==> src/rtl/control_unit.sv <==
// Instruction-sequencing FSM for the 16-bit processor: drives the PC, captures
// the fetched word into the IR, and issues one instruction's datapath controls at a time.
module control_unit (
    input  logic        Clock,
    input  logic        Reset,
    input  logic [15:0] Instr,
    output logic        PC_clr,
    output logic        PC_up,
    output logic [15:0] IR_out,
    output logic [7:0]  D_addr,
    output logic        D_wr,
    output logic        RF_s,
    output logic [3:0]  RF_W_addr,
    output logic        RF_W_en,
    output logic [3:0]  RF_Ra_addr,
    output logic [3:0]  RF_Rb_addr,
    output logic [2:0]  ALU_s0,
    output logic [3:0]  State,
    output logic        Halted
);

    typedef enum logic [3:0] {
        S_INIT   = 4'd0,
        S_FETCH  = 4'd1,
        S_DECODE = 4'd2,
        S_NOOP   = 4'd3,
        S_LOAD_A = 4'd4,
        S_LOAD_B = 4'd5,
        S_STORE  = 4'd6,
        S_ADD    = 4'd7,
        S_SUB    = 4'd8,
        S_HALT   = 4'd9
    } state_t;

    state_t      state_q, state_d;
    logic [15:0] ir_q, ir_d;

    always_ff @(posedge Clock or posedge Reset) begin
        if (Reset) begin
            state_q <= S_INIT;
            ir_q    <= '0;
        end else begin
            state_q <= state_d;
            ir_q    <= ir_d;
        end
    end

    // The IR is loaded only on the edge that leaves Fetch.
    always_comb begin
        state_d = state_q;
        ir_d    = ir_q;
        case (state_q)
            S_INIT:   state_d = S_FETCH;
            S_FETCH: begin
                state_d = S_DECODE;
                ir_d    = Instr;
            end
            S_DECODE: begin
                case (ir_q[15:12])
                    4'h1:    state_d = S_STORE;
                    4'h2:    state_d = S_LOAD_A;
                    4'h3:    state_d = S_ADD;
                    4'h4:    state_d = S_SUB;
                    4'h5:    state_d = S_HALT;
                    default: state_d = S_NOOP;
                endcase
            end
            S_LOAD_A: state_d = S_LOAD_B;
            S_NOOP, S_LOAD_B, S_STORE, S_ADD, S_SUB: state_d = S_FETCH;
            S_HALT:   state_d = S_HALT;
            default:  state_d = S_INIT;
        endcase
    end

    always_comb begin
        PC_clr     = 1'b0;
        PC_up      = 1'b0;
        D_addr     = '0;
        D_wr       = 1'b0;
        RF_s       = 1'b0;
        RF_W_addr  = '0;
        RF_W_en    = 1'b0;
        RF_Ra_addr = '0;
        RF_Rb_addr = '0;
        ALU_s0     = '0;
        Halted     = 1'b0;
        case (state_q)
            S_INIT:   PC_clr = 1'b1;
            S_FETCH:  PC_up  = 1'b1;
            S_LOAD_A: D_addr = ir_q[11:4];
            S_LOAD_B: begin
                D_addr    = ir_q[11:4];
                RF_s      = 1'b1;
                RF_W_addr = ir_q[3:0];
                RF_W_en   = 1'b1;
            end
            S_STORE: begin
                D_addr     = ir_q[11:4];
                RF_Ra_addr = ir_q[3:0];
                D_wr       = 1'b1;
            end
            S_ADD, S_SUB: begin
                RF_Ra_addr = ir_q[11:8];
                RF_Rb_addr = ir_q[7:4];
                RF_W_addr  = ir_q[3:0];
                RF_W_en    = 1'b1;
                ALU_s0     = (state_q == S_ADD) ? 3'd1 : 3'd2;
            end
            S_HALT:   Halted = 1'b1;
            default:  ;
        endcase
    end

    assign State  = state_q;
    assign IR_out = ir_q;

endmodule

==> config.mk <==
export PLATFORM = sky130hd
export DESIGN_NAME = control_unit
export DESIGN_NICKNAME = d
export VERILOG_FILES = /design/src/rtl/control_unit.sv
export SDC_FILE = /design/constraint.sdc
export NUM_CORES = 1
export LEC_CHECK = 0
export CAP_MARGIN = 20
export CORE_MARGIN = 2
export CORE_UTILIZATION = 37
export CTS_CLUSTER_DIAMETER = 100
export DETAILED_ROUTE_END_ITERATION = 10
export PLACE_DENSITY_LB_ADDON = 0.25
export SETUP_SLACK_MARGIN = 0.02
export SYNTH_ARGS = -nofsm -noshare
export SYNTH_HDL_FRONTEND = slang
export SYNTH_SLANG_ARGS = --single-unit
==> constraint.sdc <==
create_clock -name Clock -period 2 [get_ports Clock]
set_clock_uncertainty 0.1 [all_clocks]
set_input_delay 0.2 -clock Clock [delete_from_list [all_inputs] [get_ports Clock]]
set_output_delay 0.2 -clock Clock [all_outputs]
set_load 0.03 [all_outputs]
==> impl_metrics.csv, run 1 <==
group,metric,value,unit
placed_design,portBuffers,65,
logic_synthesis,syn_nets,117,
finish,layout-drive-gt1-share,47.8,%
die,die_area,3540,um^2
timing,rsz0062_at_grt,"true",
clock_network,numCtsBuffers,3,
clock_network,clockBufferDepth,2,
timing,finalCritPeriodShare,98.4,%
timing,fmax,508,MHz
die,ios,67,
die,fp.dieW,59.5,um
clock_network,cts_tree,"yes",
clock_network,cts.clk_slew.worst_paths,0.13,ns
worst_setup_path,critPathBufInv,1,
finish,diodes,0,
logic_synthesis,yosysWarnings,0,
logic_synthesis,synth_top_area_share,44.0,%
status,status,"finished clean",
logic_synthesis,seq_area_frac_synth,44.0,%
placed_design,place_inst,197,
worst_setup_path,worstReg2RegEnd,"IR_out[9]",
timing,worstMarginPinSlew,0.530,ns
die,rows,20,
logic_synthesis,ys_seq_elements,20,
finish,nets,199,
timing,period_minus_slack,1.97,ns
clock_network,cts-root-buf,"clkbuf_4",
timing,setup_viol,0,
drt,avgRoutedWirePerCell,14.6,um
drt,drc,0,
power,ir_drop,0.000826,V
logic_synthesis,synthTopCellsByArea,"dfrtp_1 44%, mux2_4 11%, and2_1 8.8%",
worst_setup_path,r2r_start,"State[3]",
worst_hold_path,min_path_type,"in2async",
worst_setup_path,crit_path_end_kind,"output port",
worst_setup_path,cp.arrival,1.67,ns
worst_setup_path,reg2reg_slack,0.19,ns
logic_synthesis,synth_area,1140,um^2
timing,finalWorstSetupSlack,0.0327,ns
placed_design,dp_hpwl,2210,um
global_route,grt_max_degree,19,
placed_design,post-place-ws,0.171,ns
worst_setup_path,critPathTopFamily,"simple AND/OR/NAND/NOR gates",
worst_setup_path,cp_slowest_cell,"dfrtp_2",
placed_design,routabilityCongestion,0.842,
clock_network,cts.sinks,20,
logic_synthesis,async_flop_share,100,%
drt,ant_nets,0,
die,core_area,2980,um^2
global_route,grt_usage,17.3,%
flow_run,cap_viol_max_count,0,
worst_setup_path,critPathMaxStageDelay,0.48,ns
finish,syn2layout_area_growth,78.6,%
worst_setup_path,path_class,"reg2out",
logic_synthesis,synth_edf_count,0,
worst_setup_path,crit_chain,"nor4b_4 > o21bai_4 > and2_2 > buf_4",
die,die_y,59.5,um
timing,finalHoldViolCount,0,
drt,vias_per_cell,4.92,
power,p_per_area,1680,nW/um^2
power,leakagePower,0.959,nW
clock_network,cts_max_level,1,
clock_network,clk_latency,0.31,ns
logic_synthesis,synth_cell_types,31,
worst_setup_path,worstRegToRegCells,6,
timing,maxSlewHeadroom,64.6,%
die,start_util,38.2,%
worst_setup_path,worstPathMaxFanout,8,
drt,first_pass_iters,4,
global_route,first_global_vias,963,
global_route,grt_pass1_wl,4510,um
logic_synthesis,ys.flop_type,"dfrtp_1",
drt,routed_wl,3110,um
timing,maxSlewViolCount,0,
global_route,grt.overflow.total,0,
global_route,antenna_found_initial,0,
logic_synthesis,syn_area_per_cell,11.5,um^2
drt,vias,1047,
worst_setup_path,required,1.70,ns
finish,stdcell_count,213,
drt,first_iter_violations,20,
worst_setup_path,startpoint_type,"register",
logic_synthesis,synth_largest_area_cell,"dfrtp_1",
logic_synthesis,syn-instance-count,99,
state kept, by name, indices dropped and copies added, names as in the netlist:
| signal | cells |
|---|---|
| State | 4 |
| IR_out | 16 |
metal layers:
layer  track usage [%]  share of wire (%)
met1              22.2                 40
met2              29.4                 54
met3              2.62                4.9
met4              5.84               0.93
met5                 0                  0
cell usage after synthesis (2+ instances only):
cell type and count:
nand2_1 2, a22o_1 4, a211oi_1 2, mux2_2 8
o2111ai_1 2, buf_2 2, nor2_1 5, a21oi_1 3
dfrtp_1 20, o21bai_1 2, buf_4 2, inv_1 5
and2_1 16, mux2_4 8, o21ai_0 2
where the power goes:
group,switching [mW],internal (mW)
Combinational,1.08,1.12
Sequential,0.272,0.611
Clock,0.133,0.203
worst max-delay path by stage:
stage	endpoint	startpoint	depth (start not counted)	slack, ns
2_1_floorplan	RF_W_addr[0]	State[1]	4	0.007
3_3_place_gp	ALU_s0[1]	State[2]	2	0.22
3_5_place_dp	ALU_s0[0]	State[2]	3	0.17
4_1_cts	D_addr[3]	State[3]	6	0.01
5_1_grt	RF_Rb_addr[3]	State[2]	4	-0.06
6_report	RF_Rb_addr[3]	State[2]	4	0.03
area by class of cell:
class	instances	area (um^2)
Sequential cell	20	505
Fill cell	240	945
Inverter	5	18.8
Tap cell	33	41.3
Timing Repair Buffer	83	778
Clock inverter	1	30.0
Clock buffer	3	22.5
Multi-Input combinational cell	68	637
per-stage QoR:
stage / power [mW] / utilization (%) / instance area (um^2) / TNS, ns / hold WS, ns
2_1_floorplan: 2.19 / - / 1200 / 0 / 0.0636
4_1_cts: 3.29 / 65.0 / 1940 / 0 / 0.108
6_report: 3.42 / 68.3 / 2030 / 0 / 0.110
3_3_place_gp: 2.87 / 61.6 / 1830 / 0 / 0.430
3_5_place_dp: 2.90 / 61.6 / 1830 / 0 / 0.435
5_1_grt: 3.60 / 68.3 / 2030 / -0.512 / 0.149
layout by cell type, fill, tap and decap left out, types with 3 or more instances in the layout:
cell	instances
a21oi_1	3
dlygate4sd2_1	4
a22o_2	4
dfrtp_1	16
dfrtp_2	4
and2_2	3
buf_4	28
mux2_2	8
and2_4	6
clkbuf_4	3
buf_6	12
clkdlybuf4s50_1	36
nor2_1	5
mux2_4	8
and2_1	7
inv_1	5
cells by family (layout without fill, tap and decap cells):
logic type      Yosys count  after routing  synth area share, %
compound gates           16             16                 10.3
mux                      16             16                 18.5
flops                    20             20                 44.0
simple gates             34             34                 20.0
xor+xnor                  1              1                0.769
buf+inv                  11             92                 6.15
other cells               1              1                0.329
repair_timing:
item,in CTS,in global routing
buffers inserted,4,8
gates resized for setup,11,15
endpoints found under the hold margin,0,0
hold buffers,0,0
setup endpoints to repair,21,22
pin swaps,0,4
Power figures use the tool's default switching activity.
==> run 2, diff against run 1 <==
--- a/config.mk
+++ b/config.mk
@@ -7,7 +7,8 @@
 export LEC_CHECK = 0
 export CAP_MARGIN = 20
 export CORE_MARGIN = 2
-export CORE_UTILIZATION = 37
+export CORE_UTILIZATION = 39
+export CTS_BUF_LIST = sky130_fd_sc_hd__clkbuf_2 sky130_fd_sc_hd__clkbuf_4 sky130_fd_sc_hd__clkbuf_8
 export CTS_CLUSTER_DIAMETER = 100
 export DETAILED_ROUTE_END_ITERATION = 10
 export PLACE_DENSITY_LB_ADDON = 0.25
@@ -15,3 +16,4 @@
 export SYNTH_ARGS = -nofsm -noshare
 export SYNTH_HDL_FRONTEND = slang
 export SYNTH_SLANG_ARGS = --single-unit
+export TNS_END_PERCENT = 10
==> impl_metrics.csv, run 2 (synthesis gave the netlist of run 1 again) <==
group,metric,value,unit
status,status,"complete, but fails checks",
status,failed_checks,"setup timing",
power,ir_drop,0.00143,V
finish,largest_reg_flops,16,
drt,ant_nets,0,
clock_network,cts_max_level,1,
power,p_clk_share,7.4,%
clock_network,cts_tree,"yes",
worst_setup_path,critPathTopFamily,"simple AND/OR/NAND/NOR gates",
drt,vias,1076,
global_route,grt.overflow.total,0,
finish,final_cell_mix,"36 x clkdlybuf4s50_1, 20 x buf_6, 18 x buf_4",
timing,rsz0062_at_grt,"true",
finish,diodes,0,
clock_network,numCtsBuffers,3,
die,fp.dieW,58.0,um
finish,final_common_cell,"clkdlybuf4s50_1",
timing,period_minus_slack,2.06,ns
clock_network,cts.sinks,20,
power,p_sw,1.49,mW
power,internal_power,1.77,mW
drt,first_iter_violations,38,
flow_run,cap_viol_max_count,0,
timing,hold_slack,0.0862,ns
worst_setup_path,startpoint_type,"register",
die,start_util,41.3,%
clock_network,cts.clk_slew.worst_paths,0.11,ns
global_route,first_global_vias,1106,
clock_network,clk_latency,0.31,ns
timing,finalHoldViolCount,0,
placed_design,dp_hpwl,2300,um
global_route,grt_pass1_wl,5290,um
clock_network,clockBufferDepth,2,
worst_setup_path,crit_chain,"nor4b_4 > o21bai_4 > and2_4 > buf_4",
finish,nets,197,
worst_setup_path,cp_slowest_cell,"dfrtp_2",
finish,stdcell_count,209,
worst_setup_path,required,1.70,ns
finish,syn2layout_area_growth,79.6,%
power,seqPwrFrac,27.8,%
global_route,antenna_found_initial,0,
timing,finalCritPeriodShare,103,%
die,die_y,58.0,um
die,die_area,3370,um^2
power,p_per_area,1600,nW/um^2
die,core_area,2760,um^2
worst_setup_path,critPathBufInv,1,
drt,avgRoutedWirePerCell,15.2,um
drt,vias_per_cell,5.15,
die,ios,67,
timing,finalWorstSetupSlack,-0.0583,ns
drt,drc,0,
worst_setup_path,worstPathMaxFanout,8,
power,switching_share,45.7,%
power,leakagePower,0.955,nW
drt,routed_wl,3170,um
timing,fmax,486,MHz
placed_design,portBuffers,65,
finish,layout-drive-gt1-share,48.9,%
die,rows,19,
timing,setup_viol,8,
worst_setup_path,cp.arrival,1.76,ns
placed_design,place_inst,194,
power,pwr-share-comb,64.8,%
worst_setup_path,crit_path_end_kind,"output port",
worst_hold_path,min_path_type,"in2async",
worst_setup_path,path_class,"reg2out",
global_route,grt_max_degree,19,
clock_network,cts-root-buf,"clkbuf_4",
global_route,grt_usage,20.6,%
worst_setup_path,critPathMaxStageDelay,0.50,ns
drt,first_pass_iters,4,
timing,maxSlewViolCount,0,
placed_design,routabilityCongestion,0.737,
==> run 2: layout make-up <==
type / count / area [um^2]
fill: 184 / 713
inverter: 5 / 18.8
tap: 31 / 38.8
timing repair buffer: 81 / 797
clock buffer: 4 / 36.3
sequential: 20 / 505
multi-input combinational: 68 / 648
==> run 2: path summary, 6_finish.rpt <==
| kind | startpoint | to | slack, ns | cells after the start |
|---|---|---|---|---|
| min in group Clock | Instr[4] | IR_out[4] | 0.39 | 2 |
| min reg2reg | IR_out[6] | IR_out[6] | 0.48 | 1 |
| max in group asynchronous | Reset | IR_out[5] | 1.23 | 3 |
| max reg2reg | State[2] | IR_out[11] | 0.35 | 4 |
| max | State[2] | RF_Rb_addr[1] | -0.06 | 4 |
| min | Reset | IR_out[13] | 0.09 | 2 |
==> run 2: through the flow <==
step | setup slack [ns] | instance area, um^2 | utilization, % | TNS (ns) | total power [mW]
6_report | -0.0583 | 2040 | 74.1 | -0.367 | 3.27
5_1_grt | -0.0972 | 2040 | 74.1 | -1.28 | 3.45
4_1_cts | -0.0609 | 1860 | 67.5 | -0.776 | 3.12
3_5_place_dp | 0.123 | 1810 | 65.7 | 0 | 2.87
3_3_place_gp | 0.184 | 1810 | 65.7 | 0 | 2.81
2_1_floorplan | 0.00684 | 1200 | - | 0 | 2.19
==> run 2: per-layer routing <==
layer | vias up | share of wire [%] | track usage [%]
met5 | - | 0 | 0
met4 | 0 | 1.3 | 6.98
met3 | 5 | 7.0 | 4.69
met2 | 48 | 53 | 34.9
met1 | 521 | 39 | 25.8
li1 | 502 | - | -
==> run 2: power groups by stage <==
stage	Sequential, mW	Clock, mW	Combinational, mW
2_1_floorplan	1.18	0	1.01
3_3_place_gp	0.905	0	1.91
3_5_place_dp	0.921	0	1.95
4_1_cts	0.920	0.243	1.96
5_1_grt	0.957	0.266	2.23
6_report	0.910	0.241	2.12
==> run 2: timing repair <==
item	4_1_cts	5_1_grt
pin swaps	1	9
gates resized for setup	9	32
setup buffers	0	11
setup endpoints to repair	22	23
hold buffers	0	0
